--- config.mk ---
export PLATFORM = sky130hd
export DESIGN_NAME = modexp_ctrl
export DESIGN_NICKNAME = d
export VERILOG_FILES = /design/src/rtl/modexp_pkg.sv /design/src/rtl/modexp_exp_scan.sv /design/src/rtl/modexp_ctrl.sv
export SDC_FILE = /design/constraint.sdc
export NUM_CORES = 1
export LEC_CHECK = 0
export ABC_AREA = 1
export BUFFER_PORTS_ARGS = -buffer_cell sky130_fd_sc_hd__buf_2
export CAP_MARGIN = 20
export CORE_MARGIN = 1
export CORE_UTILIZATION = 52
export CTS_BUF_LIST = sky130_fd_sc_hd__clkbuf_8
export CTS_CLUSTER_SIZE = 8
export DETAILED_ROUTE_END_ITERATION = 12
export PLACE_DENSITY = 0.83
export SKIP_LAST_GASP = 1
export SYNTH_ARGS = -nofsm -noshare
export SYNTH_HDL_FRONTEND = slang
export SYNTH_SLANG_ARGS = --single-unit
--- constraint.sdc ---
create_clock -name clk -period 12.2 [get_ports clk]
set_input_delay 2.44 -clock clk [delete_from_list [all_inputs] [get_ports clk]]
set_output_delay 2.44 -clock clk [all_outputs]
set_load 0.005 [all_outputs]
--- src/rtl/modexp_pkg.sv ---
// modexp_pkg: definitions shared by modexp_ctrl and its sub-module.
//   WIDTH_DEF : default operand, modulus and exponent width
//   ONE       : the Montgomery "1" operand, used for conversions
//   state_e   : sequencer states
package modexp_pkg;

  localparam int WIDTH_DEF = 16;
  localparam int ONE       = 1;

  typedef enum logic [2:0] {
    IDLE,
    SETUP,
    TOBASE,
    TOONE,
    SQR,
    MUL,
    FROM,
    DONE
  } state_e;

endpackage

--- src/rtl/modexp_exp_scan.sv ---
// modexp_exp_scan: holds the latched exponent and the scan bit index.
// Ports:
//   clk, rst        clock, async active-high reset
//   load, exp_in    capture a new exponent
//   init            set the index to the MSB (WIDTH-1)
//   dec             step the index down by one
//   bit_cur         exp[i]
//   last_bit        i == 0
module modexp_exp_scan
  import modexp_pkg::*;
#(
  parameter int WIDTH = WIDTH_DEF
) (
  input  logic             clk,
  input  logic             rst,
  input  logic             load,
  input  logic [WIDTH-1:0] exp_in,
  input  logic             init,
  input  logic             dec,
  output logic             bit_cur,
  output logic             last_bit
);

  localparam int IW = $clog2(WIDTH);

  logic [WIDTH-1:0] exp_q, exp_d;
  logic [IW-1:0]    i_q, i_d;

  always_comb begin
    exp_d = exp_q;
    i_d   = i_q;
    if (load) exp_d = exp_in;
    if (init)     i_d = IW'(WIDTH - 1);
    else if (dec) i_d = i_q - IW'(1);
  end

  always_ff @(posedge clk or posedge rst) begin
    if (rst) begin
      exp_q <= '0;
      i_q   <= '0;
    end else begin
      exp_q <= exp_d;
      i_q   <= i_d;
    end
  end

  assign bit_cur  = exp_q[i_q];
  assign last_bit = (i_q == '0);

endmodule

--- src/rtl/modexp_ctrl.sv ---
// modexp_ctrl: square-and-multiply sequencer for Montgomery modular
// exponentiation. Runs mm_setup for p = R^2 mod n, then drives one shared
// Montgomery multiplier: base->domain, 1->domain, MSB-first exponent scan,
// then conversion back out.
// Optional build macro: MODEXP_SETUP_CACHE_EN -- remembers the last valid
// modulus and its p so a repeated modulus skips SETUP.
// Ports:
//   clk, rst                   clock, async active-high reset
//   start, n, base, exp        job request and operands (latched on accept)
//   result, busy, done, err    job status / result
//   setup_rst, setup_ce,
//   setup_n, setup_p,
//   setup_ready                mm_setup control and result
//   mm_start, mm_a, mm_b,
//   mm_n, mm_done, mm_r        Montgomery multiplier control and result
module modexp_ctrl
  import modexp_pkg::*;
#(
  parameter int WIDTH = WIDTH_DEF
) (
  input  logic             clk,
  input  logic             rst,
  input  logic             start,
  input  logic [WIDTH-1:0] n,
  input  logic [WIDTH-1:0] base,
  input  logic [WIDTH-1:0] exp,
  output logic [WIDTH-1:0] result,
  output logic             busy,
  output logic             done,
  output logic             err,
  output logic             setup_rst,
  output logic             setup_ce,
  output logic [WIDTH-1:0] setup_n,
  input  logic [WIDTH-1:0] setup_p,
  input  logic             setup_ready,
  output logic             mm_start,
  output logic [WIDTH-1:0] mm_a,
  output logic [WIDTH-1:0] mm_b,
  output logic [WIDTH-1:0] mm_n,
  input  logic             mm_done,
  input  logic [WIDTH-1:0] mm_r
);

  localparam logic [WIDTH-1:0] MONT_ONE = WIDTH'(ONE);

  state_e           state_q, state_d;
  logic [WIDTH-1:0] n_q, n_d;
  logic [WIDTH-1:0] base_q, base_d;
  logic [WIDTH-1:0] p_q, p_d;
  logic [WIDTH-1:0] xbar_q, xbar_d;
  logic [WIDTH-1:0] acc_q, acc_d;
  logic [WIDTH-1:0] result_q, result_d;
  logic             err_q, err_d;
  logic             issued_q, issued_d;

  logic mul_state, mm_ack, n_bad, cache_hit;
  logic scan_load, scan_init, scan_dec, exp_bit, last_bit;

  modexp_exp_scan #(.WIDTH(WIDTH)) u_scan (
    .clk      (clk),
    .rst      (rst),
    .load     (scan_load),
    .exp_in   (exp),
    .init     (scan_init),
    .dec      (scan_dec),
    .bit_cur  (exp_bit),
    .last_bit (last_bit)
  );

  assign n_bad     = ~n[0] || (n < WIDTH'(3));
  assign mul_state = (state_q == TOBASE) || (state_q == TOONE) || (state_q == SQR) ||
                     (state_q == MUL) || (state_q == FROM);
  // mm_done only counts once our request is outstanding
  assign mm_ack    = mul_state && issued_q && mm_done;

`ifdef MODEXP_SETUP_CACHE_EN
  logic             cache_vld_q, cache_vld_d;
  logic [WIDTH-1:0] cache_n_q, cache_n_d;

  assign cache_hit = cache_vld_q && (n == cache_n_q);

  // p_q is only written in SETUP, so it always belongs to cache_n_q
  always_comb begin
    cache_vld_d = cache_vld_q;
    cache_n_d   = cache_n_q;
    if ((state_q == SETUP) && !err_q && setup_ready) begin
      cache_vld_d = 1'b1;
      cache_n_d   = n_q;
    end
  end

  always_ff @(posedge clk or posedge rst) begin
    if (rst) begin
      cache_vld_q <= 1'b0;
      cache_n_q   <= '0;
    end else begin
      cache_vld_q <= cache_vld_d;
      cache_n_q   <= cache_n_d;
    end
  end
`else
  assign cache_hit = 1'b0;
`endif

  always_ff @(posedge clk or posedge rst) begin
    if (rst) begin
      state_q  <= IDLE;
      n_q      <= '0;
      base_q   <= '0;
      p_q      <= '0;
      xbar_q   <= '0;
      acc_q    <= '0;
      result_q <= '0;
      err_q    <= 1'b0;
      issued_q <= 1'b0;
    end else begin
      state_q  <= state_d;
      n_q      <= n_d;
      base_q   <= base_d;
      p_q      <= p_d;
      xbar_q   <= xbar_d;
      acc_q    <= acc_d;
      result_q <= result_d;
      err_q    <= err_d;
      issued_q <= issued_d;
    end
  end

  always_comb begin
    state_d   = state_q;
    n_d       = n_q;
    base_d    = base_q;
    p_d       = p_q;
    xbar_d    = xbar_q;
    acc_d     = acc_q;
    result_d  = result_q;
    err_d     = err_q;
    issued_d  = issued_q;
    scan_load = 1'b0;
    scan_init = 1'b0;
    scan_dec  = 1'b0;

    if (mm_start) issued_d = 1'b1;
    if (mm_ack)   issued_d = 1'b0;

    case (state_q)
      IDLE: begin
        if (start) begin
          n_d       = n;
          base_d    = base;
          scan_load = 1'b1;
          result_d  = '0;
          err_d     = n_bad;
          // A rejected modulus spends one cycle in SETUP with mm_setup held
          // in reset, which places its done pulse two cycles after start.
          if (!n_bad && cache_hit) state_d = TOBASE;
          else                     state_d = SETUP;
        end
      end
      SETUP: begin
        if (err_q) begin
          state_d = DONE;
        end else if (setup_ready) begin
          p_d     = setup_p;
          state_d = TOBASE;
        end
      end
      TOBASE: begin
        if (mm_ack) begin
          xbar_d  = mm_r;
          state_d = TOONE;
        end
      end
      TOONE: begin
        if (mm_ack) begin
          acc_d     = mm_r;
          scan_init = 1'b1;
          state_d   = SQR;
        end
      end
      SQR: begin
        if (mm_ack) begin
          acc_d = mm_r;
          if (exp_bit)       state_d = MUL;
          else if (last_bit) state_d = FROM;
          else               scan_dec = 1'b1;
        end
      end
      MUL: begin
        if (mm_ack) begin
          acc_d = mm_r;
          if (last_bit) begin
            state_d = FROM;
          end else begin
            scan_dec = 1'b1;
            state_d  = SQR;
          end
        end
      end
      FROM: begin
        if (mm_ack) begin
          result_d = mm_r;
          state_d  = DONE;
        end
      end
      DONE:    state_d = IDLE;
      default: state_d = IDLE;
    endcase
  end

  always_comb begin
    busy      = (state_q != IDLE) && (state_q != DONE);
    done      = (state_q == DONE);
    setup_ce  = (state_q == SETUP) && !err_q;
    setup_rst = !setup_ce;
    mm_start  = mul_state && !issued_q;
    mm_a      = '0;
    mm_b      = '0;
    case (state_q)
      TOBASE: begin mm_a = base_q;   mm_b = p_q;      end
      TOONE:  begin mm_a = MONT_ONE; mm_b = p_q;      end
      SQR:    begin mm_a = acc_q;    mm_b = acc_q;    end
      MUL:    begin mm_a = acc_q;    mm_b = xbar_q;   end
      FROM:   begin mm_a = acc_q;    mm_b = MONT_ONE; end
      default: begin mm_a = '0;      mm_b = '0;       end
    endcase
  end

  assign result  = result_q;
  assign err     = err_q;
  assign setup_n = n_q;
  assign mm_n    = n_q;

endmodule

Yosys cells after proc, flatten, opt, wreduce, memory -nomap -nowiden
Cells that the tools add are included.
{"block": "op_classes", "div_mod_pow": 0, "magnitude_cmp": 2, "add_sub_neg": 1, "shift": 0, "eq_ne": 16, "n_reduce_logical": 28, "n_mux": 32, "n_mul": 0, "n_bitwise": 2}
{"op": "one-hot mux 16 bit (4 select lines)", "n": 1}
{"op": "one-hot mux 16 bit (3 select lines)", "n": 1}
{"op": "2-to-1 mux 16 bit", "n": 2}
{"op": "one-hot mux 16 bit (2 select lines)", "n": 1}
{"op": "2-to-1 mux 3 bit", "n": 10}
{"op": "one-hot mux 3 bit (8 select lines)", "n": 1}
{"op": "less-than comparator 16 x 2 -> 1 bit (second input constant)", "n": 1}
{"op": "equality test 3 bit (second input constant)", "n": 4}
{"op": "inequality test 2 bit (second input constant)", "n": 6}
{"op": "2-to-1 mux 1 bit", "n": 11}
{"op": "inequality test 3 bit (second input constant)", "n": 3}
{"op": "2-to-1 mux 4 bit", "n": 2}
{"op": "AND reduction 8 bit", "n": 1}
{"op": "equality test 3 x 2 -> 1 bit (second input constant)", "n": 2}
{"op": "AND reduction 2 bit", "n": 3}
{"op": "AND reduction 3 bit", "n": 2}
{"op": "nonzero test 2 bit", "n": 3}
{"op": "OR reduction 3 bit", "n": 2}
{"op": "logical AND 1 bit", "n": 5}
{"op": "logical OR 1 bit", "n": 5}
{"op": "less-than comparator 4 x 5 -> 1 bit (second input constant)", "n": 1}
{"op": "binary-select mux 1 bit (select 4 bit)", "n": 1}
{"op": "zero test 4 bit", "n": 1}
{"op": "subtractor 4 x 1 -> 4 bit (second input constant)", "n": 1}
{"op": "8 further kinds", "n": 11}
{"block": "word_totals", "input_bits": 85, "out_inout_bits": 86, "register_bits": 121, "memories": 0, "rom_bits": 0, "ram_bits": 0, "latch_bits": 0}

Logic depth before layout (Yosys ltp)
{"block": "depth", "depth_word": 11, "ltp_mapped": 12}

Cells and area by module
A second synthesis with hierarchy kept.
{"block": "hier_totals", "hier_cells": 722, "hier_area_um2": 5856.9}
{"mod": "modexp_ctrl", "n_inst": 1, "cells_each": 599, "area_each_um2": 4874.7}
{"mod": "modexp_exp_scan", "n_inst": 1, "cells_each": 123, "area_each_um2": 982.2}

Worst setup path after synthesis
Ideal clock, no wire load.
{"block": "synth_timing", "path_type": "flip-flop to output port", "startpoint": "reg state_q[1]", "endpoint": "out mm_b[0]", "required_time_ps": 9760, "stages_incl_launch_ff": 9, "arrival_time_ps": 1234, "path_slack_ps": 8526, "cell_sequence": "dfrtp_1 buf_4 inv_2 nor2_8 nand2_2 nand2_1 buf_2 nand2_1 nand3_1"}
{"block": "synth_between", "elab_chain_len": 3, "word_cells_on_any_way": 7}
{"item": "start: declaration", "line_no": "modexp_ctrl.sv:46", "text": "state_e state_q, state_d;"}
{"item": "start signal: assignment", "line_no": "modexp_ctrl.sv:117", "text": "state_q <= state_d;"}
{"item": "equality test 3 x 2 -> 1 bit", "line_no": "modexp_ctrl.sv:219", "text": "case (state_q)"}
{"item": "OR reduction 2 bit (no source line)"}
{"item": "one-hot mux 16 bit (4 select lines) (*)", "line_no": "modexp_ctrl.sv:219"}
{"item": "end: declaration", "line_no": "modexp_ctrl.sv:38", "text": "output logic [WIDTH-1:0] mm_b,"}
Every way passes the cells marked *; elsewhere a longest branch is shown, timed or not.

Worst setup path after layout
{"block": "layout_timing", "startpoint": "reg state_q[2]", "endpoint": "out mm_b[9]"}
The elaborated chain is that of the path after synthesis.

==> results.json <==
{
  "outcome": "finished, final reports clean",
  "yosys-top-cells-area": "dfrtp_1, nand2_1, nand3_1",
  "holdBufCountCts": 0,
  "layoutNonFillerInstCount": 979,
  "maxCapViolCount": 0,
  "fin_nets": 911,
  "h-tree-depth": 4,
  "clockBufferDepth": 2,
  "utilization": 0.644,
  "r2r_start": "state_q[2]",
  "fin_skew_ns": 0.0150,
  "critPathCaptureType": "output port",
  "yosys.area.top_type_share": 0.522,
  "yosys_warnings": 0,
  "fmax_mhz": 196,
  "cts_setup_buffers": 0,
  "hp-class": "reg -> reg",
  "ir_drop_mv": 0.149,
  "hold_end": "base_q[7]",
  "path_common_cell": "nand2_1",
  "grt_pass1_vias": 4815,
  "track_usage": 0.272,
  "grt_max_degree": 76,
  "clk_pin_slew_ns": 0.07,
  "dp_hpwl_um": 10700,
  "cts.sinks": 121,
  "netlist_area_um2": 5800,
  "postRouteAntennaNets": 0,
  "tns_ns": 0,
  "synth_edf_count": 0,
  "cp-start-kind": "flop",
  "crit_fanout": 23,
  "synth_top_family_by_area": "simple AND/OR/NAND/NOR gates",
  "ys_ff_latch": 121,
  "path_buf_inv": 2,
  "placed_cells": 946,
  "cts_root_buf": "clkbuf_8",
  "hold_start": "base_q[7]",
  "initial_core_util": 0.535,
  "dieArea_um2": 11600,
  "whs_path_depth": 2,
  "place_congestion": 0.944,
  "io_pins": 171,
  "port_buffers": 170,
  "via_per_inst": 5.21,
  "synthMuxAreaShare": 0.0376,
  "synthArstFlopShare": 1.00,
  "dieWidth_um": 108,
  "synth.avg_cell_area_um2": 8.49,
  "finalCritPeriodShare": 0.419,
  "cts_buffers": 17,
  "synth_ff_type": "dfrtp_1",
  "cts_tree": "built",
  "slowest_delay_ns": 0.87,
  "die_h_um": 108,
  "routed_wl_um": 14700,
  "gr-total-overflow": 0,
  "synth_xor_area_frac": 0.00151,
  "cp_cell_sequence": "inv_2, nand2_2, nand2_1, nand2_1, o211ai_1, buf_2",
  "powerDensity_nw_per_um2": 264,
  "post_cts_resized": 0,
  "syn_inst": 683,
  "synthSimpleGateAreaFrac": 0.273,
  "clk_latency_ns": 0.44,
  "fin_crit_ns": 5.11,
  "synth_top_cell_by_area": "dfrtp_1",
  "vias": 5105,
  "synth_fp_nets": 769,
  "cp.arrival_ns": 2.67,
  "drc": 0,
  "wl_per_cell_um": 15.0,
  "worstSetupPathType": "reg -> out",
  "grt_pass1_wl_um": 23500,
  "dr.pass1.iters": 5,
  "antenna_found_initial": 1,
  "cp.required_ns": 9.76,
  "synth_compound_area_frac": 0.0727,
  "finalSetupViolCount": 0,
  "cellLeakagePower_nw": 3.90,
  "synth-seq-area-share": 0.522,
  "finalHoldViolations": 0,
  "regToRegSetupSlack_ns": 9.41,
  "r2r_cells": 6,
  "slew_violations": 0,
  "drtIter0Drc": 361,
  "critPathTopFamily": "flip-flops",
  "drive_gt1_frac": 0.289,
  "max_slew.worst_pin.slew_ns": 0.997,
  "core_um2": 10800,
  "rsz0062_at_grt": "false",
  "max-slew-margin-rel": 0.333,
  "synthAdderAreaFrac": 0.00216,
  "reg2reg_to": "result[1]",
  "rows": 38,
  "area.growth.synth_to_final_pct": 20.4,
  "slowest_stage": "dfrtp_1",
  "yosysUniqueCellTypes": 34
}
kinds of logic after synthesis:
family / Yosys count
xor+xnor: 1
mux: 16
flops: 121
fa+ha+maj: 1
buf+inv: 105
compound gates: 82
simple gates: 357
synth_stat cells (2+ instances only):
| master | number |
|---|---|
| buf_4 | 18 |
| buf_2 | 14 |
| nand3_2 | 3 |
| nand3_1 | 79 |
| nand4_1 | 3 |
| a21oi_1 | 3 |
| mux2_2 | 6 |
| nand2_1 | 246 |
| mux2_4 | 10 |
| nor2_1 | 7 |
| buf_6 | 6 |
| o211ai_1 | 3 |
| inv_2 | 6 |
| nand2_4 | 3 |
| clkbuf_1 | 9 |
| o21ai_0 | 48 |
| o21ai_1 | 26 |
| nor3_1 | 3 |
| nand2_2 | 3 |
| inv_1 | 50 |
| dfrtp_1 | 121 |
| nor2_8 | 2 |
| nor4_1 | 3 |
how the worst max path moves through the flow:
stage               cells after the start  endpoint       start  slack (ns)
floorplan                               1  acc_q[0]         rst        6.55
global placement                        6   mm_b[8]  state_q[2]        7.74
detailed placement                      6   mm_b[9]  state_q[2]        7.61
CTS                                     6   mm_b[9]  state_q[2]        7.12
global route                            6   mm_b[9]  state_q[2]        6.89
finish                                  6   mm_b[9]  state_q[2]        7.09
per-layer routing:
| metal | part of all wire | global-route usage |
|---|---|---|
| met4 | 0.018 | 0.0959 |
| met3 | 0.078 | 0.0805 |
| met1 | 0.45 | 0.368 |
| met2 | 0.45 | 0.416 |
| met5 | 0 | 0 |
worst reg2reg max path: stages, from the launching register on:
cell and delay (ns):
dfrtp_1 0.68, nor2_1 0.36, inv_2 0.13, nor2_8 0.58
inv_2 0.60, nand3_1 0.23, o21ai_1 0.09
cell type report:
cell class	instances	area, um^2
antenna	1	2.50
clock buffer	19	262
clock inverter	13	193
fill	932	3860
inverter	57	219
multi-input combinational	457	2240
sequential	121	3030
tap	140	175
timing repair buffer	171	858
power breakdown:
part	total (W)	internal [W]	switching (W)
combinational	0.000707	0.000289	0.000418
sequential	0.000732	0.000584	0.000147
clock	0.000407	0.000236	0.000171
per-stage QoR:
step           hold WS [ns]  setup slack [ns]  total power (W)  cell area, um^2
5_1_grt               0.505              6.89          0.00199             6980
2_1_floorplan         0.442              6.55          0.00121             5800
4_1_cts               0.478              7.12          0.00185             6980
3_3_place_gp          0.454              7.74          0.00141             6520
3_5_place_dp          0.461              7.61          0.00144             6520
6_report              0.475              7.09          0.00185             6980
cell usage in the layout (no fill, tap or decap), types with 2 or more instances in the layout:
| cell type | Yosys | layout |
|---|---|---|
| bufinv_16 | 0 | 4 |
| inv_1 | 50 | 50 |
| nor4_1 | 3 | 3 |
| clkinv_4 | 0 | 4 |
| nor2_1 | 7 | 7 |
| nor2_8 | 2 | 2 |
| clkbuf_8 | 0 | 19 |
| mux2_4 | 10 | 10 |
| inv_6 | 0 | 3 |
| dfrtp_1 | 121 | 121 |
| nor3_1 | 3 | 3 |
| nand4_1 | 3 | 3 |
| mux2_2 | 6 | 6 |
| nand3_1 | 79 | 79 |
| nand3_2 | 3 | 3 |
| a21oi_1 | 3 | 3 |
| nand2_4 | 3 | 3 |
| inv_2 | 6 | 6 |
| o21ai_1 | 26 | 26 |
| nand2_2 | 3 | 3 |
| inv_4 | 1 | 2 |
| nand2_1 | 246 | 246 |
| o21ai_0 | 48 | 48 |
| buf_2 | 14 | 170 |
| o211ai_1 | 3 | 3 |
state kept, by name, indices dropped and copies added (netlist names):
register / flops
p_q: 16
state_q: 3
err: 1
mm_n: 16
u_scan.exp_q: 16
xbar_q: 16
result: 16
base_q: 16
acc_q: 16
issued_q: 1
u_scan.i_q: 4
(Power assumes the default switching activity.)
